[src/rtl/sram_req_adapter.sv]
// sram_req_adapter: valid/ready request front end for the 64K x 32 SRAM wrapper.
// It decodes and checks the byte address and drives the active-low SRAM
// strobes in the accept cycle only. Read data and write or error
// acknowledges come back on a valid/ready response channel. Only one
// transaction is outstanding at a time.
//
// Handshake: a transfer happens on a rising clk_i edge when valid and ready
// are both high in the cycle before it. Once valid is raised, the payload is
// held stable until that transfer. Ready may depend combinationally on the
// downstream ready, but valid never depends on ready.
module sram_req_adapter #(
    parameter logic [31:0] BASE_ADDR  = 32'h0000_0000,
    parameter int          SRAM_AW    = 16,
    parameter int          RD_LATENCY = 1
) (
    input  logic               clk_i,
    input  logic               rst_i,

    input  logic               req_valid_i,
    output logic               req_ready_o,
    input  logic [31:0]        req_addr_i,
    input  logic               req_we_i,
    input  logic [31:0]        req_wdata_i,
    input  logic [3:0]         req_be_i,

    output logic               rsp_valid_o,
    input  logic               rsp_ready_i,
    output logic [31:0]        rsp_rdata_o,
    output logic               rsp_err_o,

    output logic               sram_csb_o,
    output logic               sram_we_o,
    output logic [SRAM_AW-1:0] sram_addr_o,
    output logic [31:0]        sram_wdata_o,
    output logic [3:0]         sram_wmask_o,
    input  logic [31:0]        sram_rdata_i,

    output logic [1:0]         state_dbg_o
);

    typedef enum logic [1:0] {
        IDLE    = 2'd0,
        RD_WAIT = 2'd1,
        RESP    = 2'd2
    } state_t;

    // The window is sized in 33 bits so that 4 << SRAM_AW cannot overflow.
    localparam logic [32:0] WINDOW    = 33'd4 << SRAM_AW;
    localparam logic [1:0]  WAIT_INIT = 2'(RD_LATENCY - 1);

    state_t      state;
    logic [1:0]  wait_cnt;
    logic [31:0] off;
    logic        addr_ok;
    logic        accept;
    logic        sel;

    // Address decode. The offset is a modular difference, so addresses below
    // the base are rejected by the explicit >= test and never wrap into the window.
    assign off     = req_addr_i - BASE_ADDR;
    assign addr_ok = (req_addr_i >= BASE_ADDR) &&
                     ({1'b0, off} < WINDOW) &&
                     (req_addr_i[1:0] == 2'b00);

    // Ready is high when idle, or when the pending response leaves this cycle.
    // It is held low while reset is asserted.
    assign req_ready_o = !rst_i &&
                         ((state == IDLE) || ((state == RESP) && rsp_ready_i));
    assign accept      = req_valid_i && req_ready_o;
    assign sel         = accept && addr_ok;

    // The SRAM is driven only in the accept cycle of an in-range request.
    // Otherwise all SRAM outputs are parked at known idle values.
    assign sram_csb_o   = !sel;
    assign sram_we_o    = sel ? !req_we_i : 1'b1;
    assign sram_addr_o  = sel ? off[SRAM_AW+1:2] : '0;
    assign sram_wdata_o = sel ? req_wdata_i : 32'h0;
    assign sram_wmask_o = sel ? (req_we_i ? req_be_i : 4'hF) : 4'h0;

    assign state_dbg_o = state;

    // Transaction FSM. It owns the response registers and the read wait counter.
    always_ff @(posedge clk_i or posedge rst_i) begin
        if (rst_i) begin
            state       <= IDLE;
            wait_cnt    <= 2'd0;
            rsp_valid_o <= 1'b0;
            rsp_rdata_o <= 32'h0;
            rsp_err_o   <= 1'b0;
        end else if (accept) begin
            if (!addr_ok) begin
                state       <= RESP;
                rsp_valid_o <= 1'b1;
                rsp_rdata_o <= 32'h0;
                rsp_err_o   <= 1'b1;
            end else if (req_we_i) begin
                state       <= RESP;
                rsp_valid_o <= 1'b1;
                rsp_rdata_o <= 32'h0;
                rsp_err_o   <= 1'b0;
            end else begin
                state       <= RD_WAIT;
                wait_cnt    <= WAIT_INIT;
                rsp_valid_o <= 1'b0;
                rsp_rdata_o <= 32'h0;
                rsp_err_o   <= 1'b0;
            end
        end else begin
            case (state)
                RD_WAIT: begin
                    if (wait_cnt == 2'd0) begin
                        state       <= RESP;
                        rsp_valid_o <= 1'b1;
                        rsp_rdata_o <= sram_rdata_i;
                        rsp_err_o   <= 1'b0;
                    end else begin
                        wait_cnt <= wait_cnt - 2'd1;
                    end
                end
                RESP: begin
                    if (rsp_ready_i) begin
                        state       <= IDLE;
                        rsp_valid_o <= 1'b0;
                        rsp_rdata_o <= 32'h0;
                        rsp_err_o   <= 1'b0;
                    end
                end
                default: begin
                    state <= IDLE;
                end
            endcase
        end
    end

endmodule

[config.mk]
export PLATFORM = sky130hd
export DESIGN_NAME = sram_req_adapter
export DESIGN_NICKNAME = d
export VERILOG_FILES = /design/src/rtl/sram_req_adapter.sv
export SDC_FILE = /design/constraint.sdc
export NUM_CORES = 1
export LEC_CHECK = 0
export CELL_PAD_IN_SITES_DETAIL_PLACEMENT = 2
export CELL_PAD_IN_SITES_GLOBAL_PLACEMENT = 2
export CORE_UTILIZATION = 16
export DETAILED_ROUTE_END_ITERATION = 16
export HOLD_SLACK_MARGIN = 0.1
export PLACE_DENSITY = 0.85
export SKIP_LAST_GASP = 1
export SLEW_MARGIN = 20
export SYNTH_ARGS = -nofsm -noshare
export SYNTH_HDL_FRONTEND = slang
export SYNTH_SLANG_ARGS = --single-unit
[constraint.sdc]
create_clock -name clk_i -period 5.4 [get_ports clk_i]
set_input_delay 1.62 -clock clk_i [delete_from_list [all_inputs] [get_ports clk_i]]
set_output_delay 1.62 -clock clk_i [all_outputs]
set_load 0.02 [all_outputs]
## Yosys cells after proc, flatten, opt, wreduce, memory -nomap -nowiden

Cells that the tools add are included.

- Output and inout port bits: 91
- Input port bits: 105
- Register bits after elaboration: 38
- Word-level logic and storage cells: 63

- Muxes and demuxes: 30
- $lt $le $gt $ge: 2
- Add/subtract/negate cells: 1
- Reductions and logical operators: 18
- Eq/ne operators: 7

Operators by type and width:

| cell | number |
|---|---|
| 32-bit two-way mux | 4 |
| 32-bit one-hot mux with 2 select lines | 1 |
| 32-bit by 1-bit greater-or-equal comparator with 1-bit output, second input constant | 1 |
| 32-bit by 19-bit < comparator with 1-bit output, second input constant | 1 |
| 2-bit two-way mux | 10 |
| 16-bit two-way mux | 1 |
| 1-bit two-way mux | 9 |
| 4-bit two-way mux | 2 |
| 1-bit logical AND | 6 |
| 2-bit zero test | 3 |
| 2-bit != test, second input constant | 3 |
| 3-bit != test, second input constant | 2 |
| 1-bit one-hot mux with 2 select lines | 2 |
| 2-bit one-hot mux with 2 select lines | 1 |
| 4-bit AND reduction | 1 |
| 1-bit zero test | 3 |
| 3-bit AND reduction | 1 |
| 3-bit nonzero test | 1 |
| 2-bit by 1-bit equality test with 1-bit output, second input constant | 1 |
| 2-bit equality test, second input constant | 1 |
| 2-bit AND reduction | 1 |
| 2-bit nonzero test | 1 |
| 2-bit by 1-bit subtractor with 2-bit output, second input constant | 1 |
| 1-bit logical OR | 1 |

## Depth between registers and ports, before layout

Gate-level depths: netlist of the first run.

- Depth after elaboration: 7
- Mapped depth: 6
- Depth with buffers taken out: 5

## Least setup slack after synthesis of the first run

Ideal clock, no wire load.

- Path type: input port to output port
- Start: input port rst_i
- End: output port sram_wdata_o[27]
- Path slack: 0.269 ns
- Arrival time: 3.511 ns
- Required time: 3.780 ns
- Buffers on the path: 1
- Stages: 5
- Cells stage by stage: inv_1 -> nand4_1 -> nor2_4 -> buf_4 -> and2_1

- Word-level cells in the longest chain between the ends: 5

RTL lines:

| what | line | source |
|---|---|---|
| start: declaration | 17 | `input logic rst_i,` |
| 1-bit zero test (no line) | -- |  |
| 1-bit logical AND | 67 | `assign req_ready_o = !rst_i &&` |
| 1-bit logical AND | 69 | `assign accept = req_valid_i && req_ready_o;` |
| 1-bit logical AND | 70 | `assign sel = accept && addr_ok;` |
| 32-bit two-way mux | 77 | `assign sram_wdata_o = sel ? req_wdata_i : 32'h0;` |
| end: declaration | 34 | `output logic [31:0] sram_wdata_o,` |

Every way passes these cells.

## Final worst setup path of the first run

- Start: input port req_addr_i[31]
- End: output port sram_csb_o

- Word-level cells in the longest chain between the ends: 5
- Elaborated cells on any way between the ends: 6
- Classes of those cells: order compare: 2; reduce/logical: 4

RTL lines:

| what | line | source |
|---|---|---|
| start: declaration | 21 | `input logic [31:0] req_addr_i,` |
| 32-bit by 1-bit greater-or-equal comparator with 1-bit output / 32-bit by 19-bit < comparator with 1-bit output (equally long branches) | 61, 62 |  |
| 1-bit logical AND * | 61 | `assign addr_ok = (req_addr_i >= BASE_ADDR) &&` |
| 1-bit logical AND * | 62 | `({1'b0, off} < WINDOW) &&` |
| 1-bit logical AND * | 70 |  |
| 1-bit zero test * | 74 | `assign sram_csb_o = !sel;` |
| end: declaration | 31 | `output logic sram_csb_o,` |

Mark *: on every way between the ends. The rest lies on a longest branch, timed or not.

==> results by group, run 1 <==
Outcome
  – Status: finished clean

Detailed routing
  – Top sig layer: met4
  – Initial DRC count: 59
  – Routed Antenna Nets: 0
  – DRT Wirelength: 9.93 mm
  – WL met3: 963 um
  – Routed len/inst: 17.4 um
  – DR vias/cell: 4.27
  – DRT Pass-1 Iters: 4
  – DRC Markers: 0
  – DRT met1 WL: 3.47 mm
  – Met2 WL: 5.42 mm
  – Vias: 2436

Final layout
  – P&R area growth vs syn: 112%
  – Antenna cells: 0
  – Ratio of cells with drive above 1 in the final layout: 0.0576
  – Final instance area: 4470 um2
  – Final Core Density: 0.350
  – # nets final: 504

GRT
  – Number of global-route vias before repair: 2807
  – All-Layer GR Usage: 0.147
  – First-pass GRT wire length: 15.2 mm
  – Global route overflow: 0
  – Initial antenna violation count: 0
  – Largest net degree at the start of global routing: 41

STA
  – Final Hold Vio Count: 0
  – Max-slew headroom: 0.353
  – Slew @ Worst Pin: 0.970 ns
  – RSZ-0062 raised after global routing: no
  – Tmin final: 5.18 ns
  – Max-slew violation count: 0
  – # setup viols final: 0
  – WHS: 0.474 ns
  – Fmax: 0.193 GHz
  – Skew final: 0.00177 ns
  – Period Utilization, post-route: 0.959
  – Final TNS setup: 0 ns

CTS
  – Num CTS Buffers: 5
  – Htree depth: 2
  – # clock sinks: 38
  – Worst-Skew Late Latency: 0.27 ns
  – CTS tree: built
  – Clock Pin Slew Worst Setup and Hold Paths: 0.06 ns
  – Maximum clock path buffer count: 2
  – CTS Root Cell: clkbuf_16

Placed design
  – Final HPWL DP: 8.07 mm
  – RD Place Congestion: 0.703
  – PortBufs: 195
  – Placed cell area: 4260 um2

Critical path
  – CP max FO: 34
  – Buf/Inv on CP: 5
  – Reg2reg setup slack: 3.50 ns
  – CP max stage delay: 0.53 ns
  – Setup crit start: req_addr_i[31]
  – CP Class: in2out
  – WP data arrival: 3.56 ns
  – Required time worst endpoint: 3.78 ns
  – Crit path top cell by count: clkdlybuf4s50_1
  – Crit end category: primary output
  – Reg2reg end: rsp_rdata_o[13]
  – Slowest-stage cell, CP: clkdlybuf4s50_1
  – Crit-path cells: clkdlybuf4s50_1, nor4_1, nand4_1, buf_4, nor2_4, buf_12, inv_1, clkdlybuf4s50_1
  – RR Startpoint: wait_cnt[0]
  – Critical path's top delay family: buffers and inverters
  – Reg2reg path depth: 5
  – CP startpoint kind: primary input

Floorplanning
  – Std cell rows: 41
  – Core area: 12800 um2
  – Initial core utilization: 0.165
  – Die W: 117 um
  – DIE AREA: 13700 um2
  – Die Span Y: 117 um
  – Ports: 196

Logic synthesis
  – Most frequent cell after synthesis: and2_1
  – Synth area leader: dfrtp_1
  – Share of Yosys cell area claimed by the top area cell type: 0.450
  – Mapped Area: 2110 um2
  – Syn. warnings: 0
  – Cell variety after synth: 28
  – EDFF count, synth: 0
  – Area contributors post-synth: dfrtp_1 45%, and2_1 14%, and4_1 14%, a21o_1 11%, buf_4 1.8%
  – Commonest register cell after synthesis: dfrtp_1
  – Seq cells post-synth: 38
  – Sequential cell area fraction in the yosys report: 0.450
  – Net count after synthesis: 311
  – Syn Inst Count: 205
  – Syn avg cell area: 10.3 um2
  – Async SR Flop Fraction: 1.00
  – Commonest cells in the netlist: 48 x and2_1, 38 x dfrtp_1, 33 x and4_1

Min path
  – Hold endpoint: rsp_rdata_o[31]
  – Min-delay worst type: reg2reg
  – WHS Path Cells: 1
  – Hold wc startpoint: rsp_rdata_o[31]

Power
  – Total Power: 763 uW
  – P_leak: 2.69 nW
  – Power per cell area: 171 nW/um2
  – Peak VDD IR: 0.122 mV

Flow run
  – Max_cap viols: 0
[kinds of logic (layout without fill, tap and decap cells)]
family | after synthesis | in the layout | share of synthesized area
flip-flops | 38 | 38 | 0.450
adder cells (fa/ha/maj) | 1 | 1 | 0.00592
AND/OR/NAND/NOR | 97 | 97 | 0.325
multiplexers | 1 | 1 | 0.00474
buffers and inverters | 25 | 219 | 0.0557
AO/OA/AOI/OAI | 43 | 43 | 0.159
[layout make-up]
class,count,area (um2)
tap,172,215
multi-input combinational,142,1060
sequential,38,951
inverter,7,26.3
clock buffer,6,139
fill,1393,8300
clock inverter,2,12.5
timing repair buffer,204,2070
[how the worst max path moves through the flow]
stage / cells past startpoint / to
3_5_place_dp: 7 / sram_wdata_o[4]
6_report: 8 / sram_csb_o
3_3_place_gp: 7 / sram_wdata_o[5]
2_1_floorplan: 5 / sram_wdata_o[27]
4_1_cts: 8 / sram_addr_o[3]
5_1_grt: 8 / sram_csb_o
[what timing repair did]
action / CTS / global route
resized for setup: 26 / 28
buffers inserted: 1 / 0
gates cloned: 0 / 0
setup endpoints to repair: 52 / 27
pin swaps: 2 / 0
hold buffers: 0 / 0
[where the power goes]
group          switching (mW)  internal [mW]  total (mW)  leakage [nW]
registers             0.00666          0.293       0.300         0.521
logic                  0.0789         0.0899       0.169          2.10
clock network           0.112          0.183       0.294        0.0729
[registers in the layout, indices dropped and copies added, names as in the netlist]
signal       cells
rsp_rdata_o     32
wait_cnt         2
rsp_valid_o      1
rsp_err_o        1
state_dbg_o      2
[metrics by stage]
step           instances  worst slack [ns]
6_report             571             0.223
5_1_grt              571             0.106
4_1_cts              571          0.000767
3_5_place_dp         562            -0.142
3_3_place_gp         562           -0.0466
2_1_floorplan        205             0.269
[metal layers]
layer,vias to the layer above,GRT usage
met5,-,0
met3,11,0.0536
li1,1113,-
met2,139,0.290
met1,1173,0.149
met4,0,0.0236
[cell usage in the layout, fill, tap and decap left out, types with 2 or more instances in the layout]
cell type        count
a21o_1              32
and2_1              48
and4_1              33
buf_4                8
clkbuf_16            5
clkdlybuf4s50_1    143
dfrtp_1             38
dlygate4sd2_1       25
dlymetal6s2s_1      27
inv_1                6
nand2_1              2
nand2b_1             2
nand4_1              2
nor4_1               2
nor4_2               2
o21a_1               4
(Power assumes the default switching activity.)
==> run 2: changes to the inputs <==
Settings changed: PLACE_DENSITY 0.85 to 0.79.
==> run 2 against run 1 <==
Effect of this change: non-clock buffer count down 2; die area unchanged; final area up 1.5%; via count down 1.7%; first-iteration DRC count up 17%.
==> results by group, run 2 (synthesis gave the netlist of run 1 again) <==
Outcome
  – Status: finished clean

STA
  – Skew final: 0.00974 ns
  – PnR worst setup slack: 0.239 ns
  – Max-slew headroom: 0.392
  – Max-slew violation count: 0
  – Final Hold Vio Count: 0
  – Tmin final: 5.16 ns
  – Final TNS setup: 0 ns
  – Slew @ Worst Pin: 0.911 ns
  – Fmax: 0.194 GHz
  – RSZ-0062 raised after global routing: no
  – Period Utilization, post-route: 0.956
  – # setup viols final: 0

Critical path
  – CP max FO: 54
  – Crit end category: primary output
  – CP max stage delay: 0.54 ns
  – Crit path top cell by count: clkdlybuf4s50_1
  – Critical path's top delay family: buffers and inverters
  – Crit-path cells: clkdlybuf4s50_1, nor4_1, nand4_1, buf_4, nor2_4, buf_12, nand2_1, clkdlybuf4s50_1
  – Slowest-stage cell, CP: clkdlybuf4s50_1
  – Required time worst endpoint: 3.78 ns
  – Buf/Inv on CP: 4
  – WP data arrival: 3.54 ns
  – CP startpoint kind: primary input
  – CP Class: in2out

Final layout
  – Most common cell after layout, fill and taps aside: clkdlybuf4s50_1
  – Filler instances: 1388
  – Max FFs per register: 32
  – Ratio of cells with drive above 1 in the final layout: 0.0479
  – Antenna cells: 0
  – Most frequent cells in the layout: 143 x clkdlybuf4s50_1, 52 x dlymetal6s2s_1, 48 x and2_1
  – # nets final: 502
  – Largest Register: rsp_rdata_o
  – P&R area growth vs syn: 115%

GRT
  – Largest net degree at the start of global routing: 55
  – First-pass GRT wire length: 14.9 mm
  – Initial antenna violation count: 0
  – All-Layer GR Usage: 0.143
  – Number of global-route vias before repair: 2732
  – Global route overflow: 0

CTS
  – Worst-Skew Late Latency: 0.28 ns
  – Maximum clock path buffer count: 2
  – # clock sinks: 38
  – Clock Pin Slew Worst Setup and Hold Paths: 0.05 ns
  – Htree depth: 2
  – CTS tree: built
  – Num CTS Buffers: 5
  – CTS Root Cell: clkbuf_16

Flow run
  – Max_cap viols: 0

Placed design
  – Final HPWL DP: 7.99 mm
  – Pre-CTS setup slack: -0.0785 ns
  – RD Place Congestion: 0.729
  – PortBufs: 195

Power
  – Peak VDD IR: 0.117 mV
  – P_leak: 3.03 nW
  – Power per cell area: 167 nW/um2
  – Total Power: 758 uW

Floorplanning
  – Std cell rows: 41
  – Ports: 196
  – Initial core utilization: 0.165
  – Die W: 117 um
  – Die Span Y: 117 um
  – DIE AREA: 13700 um2
  – Core area: 12800 um2

Detailed routing
  – Top sig layer: met4
  – Routed len/inst: 17.1 um
  – WL met3: 1.04 mm
  – DRT Wirelength: 9.73 mm
  – Vias: 2394
  – DR vias/cell: 4.21
  – DRT met1 WL: 3.45 mm
  – DRC Markers: 0
  – Met2 WL: 5.21 mm
  – Initial DRC count: 69
  – Routed Antenna Nets: 0
  – DRT Pass-1 Iters: 3

Min path
  – Min-delay worst type: reg2reg
## run 2: per-stage QoR
stage	util	area, um2	std cells	hold WS (ns)
6_report	0.355	4540	569	0.478
3_3_place_gp	0.332	4250	560	0.457
4_1_cts	0.345	4410	569	0.482
3_5_place_dp	0.332	4250	560	0.469
5_1_grt	0.355	4540	569	0.505
2_1_floorplan	-	2110	205	0.451
## run 2: metal layers
layer / up-vias / track usage
met1: 1150 / 0.149
met3: 5 / 0.0556
li1: 1110 / -
met5: - / 0
met2: 129 / 0.275
met4: 0 / 0.0203
## run 2: cell type report
class | instances | area [um2] | share of cell area
well taps | 172 | 215 | 0.0474
repair buffers | 202 | 2150 | 0.473
multi-input cells | 142 | 1050 | 0.231
inverters | 7 | 26.3 | 0.00579
clock inverters | 2 | 12.5 | 0.00276
clock buffers | 6 | 139 | 0.0306
flip-flops and latches | 38 | 951 | 0.210
## run 2: final timing paths
| check | from | endpoint | slack, ns | cells past startpoint |
|---|---|---|---|---|
| hold reg to reg | rsp_rdata_o[24] | rsp_rdata_o[24] | 0.48 | 1 |
| hold / removal | rsp_rdata_o[24] | rsp_rdata_o[24] | 0.48 | 1 |
| min in group asynchronous | rst_i | rsp_err_o | 1.86 | 3 |
| setup / recovery | req_addr_i[31] | sram_we_o | 0.24 | 8 |
| max in group asynchronous | rst_i | rsp_rdata_o[0] | 3.17 | 3 |
| setup reg to reg | wait_cnt[0] | rsp_rdata_o[8] | 3.56 | 5 |
## run 2: timing repair
action	in CTS	in global routing
gates resized for setup	0	52
endpoints found under the setup margin	50	52
hold buffers	0	0
pin swaps	1	0
setup buffers	1	0
## run 2: power by group
part / internal [mW] / switching, mW
Sequential: 0.293 / 0.00676
Clock: 0.183 / 0.109
Combinational: 0.0896 / 0.0762
Total: 0.566 / 0.192
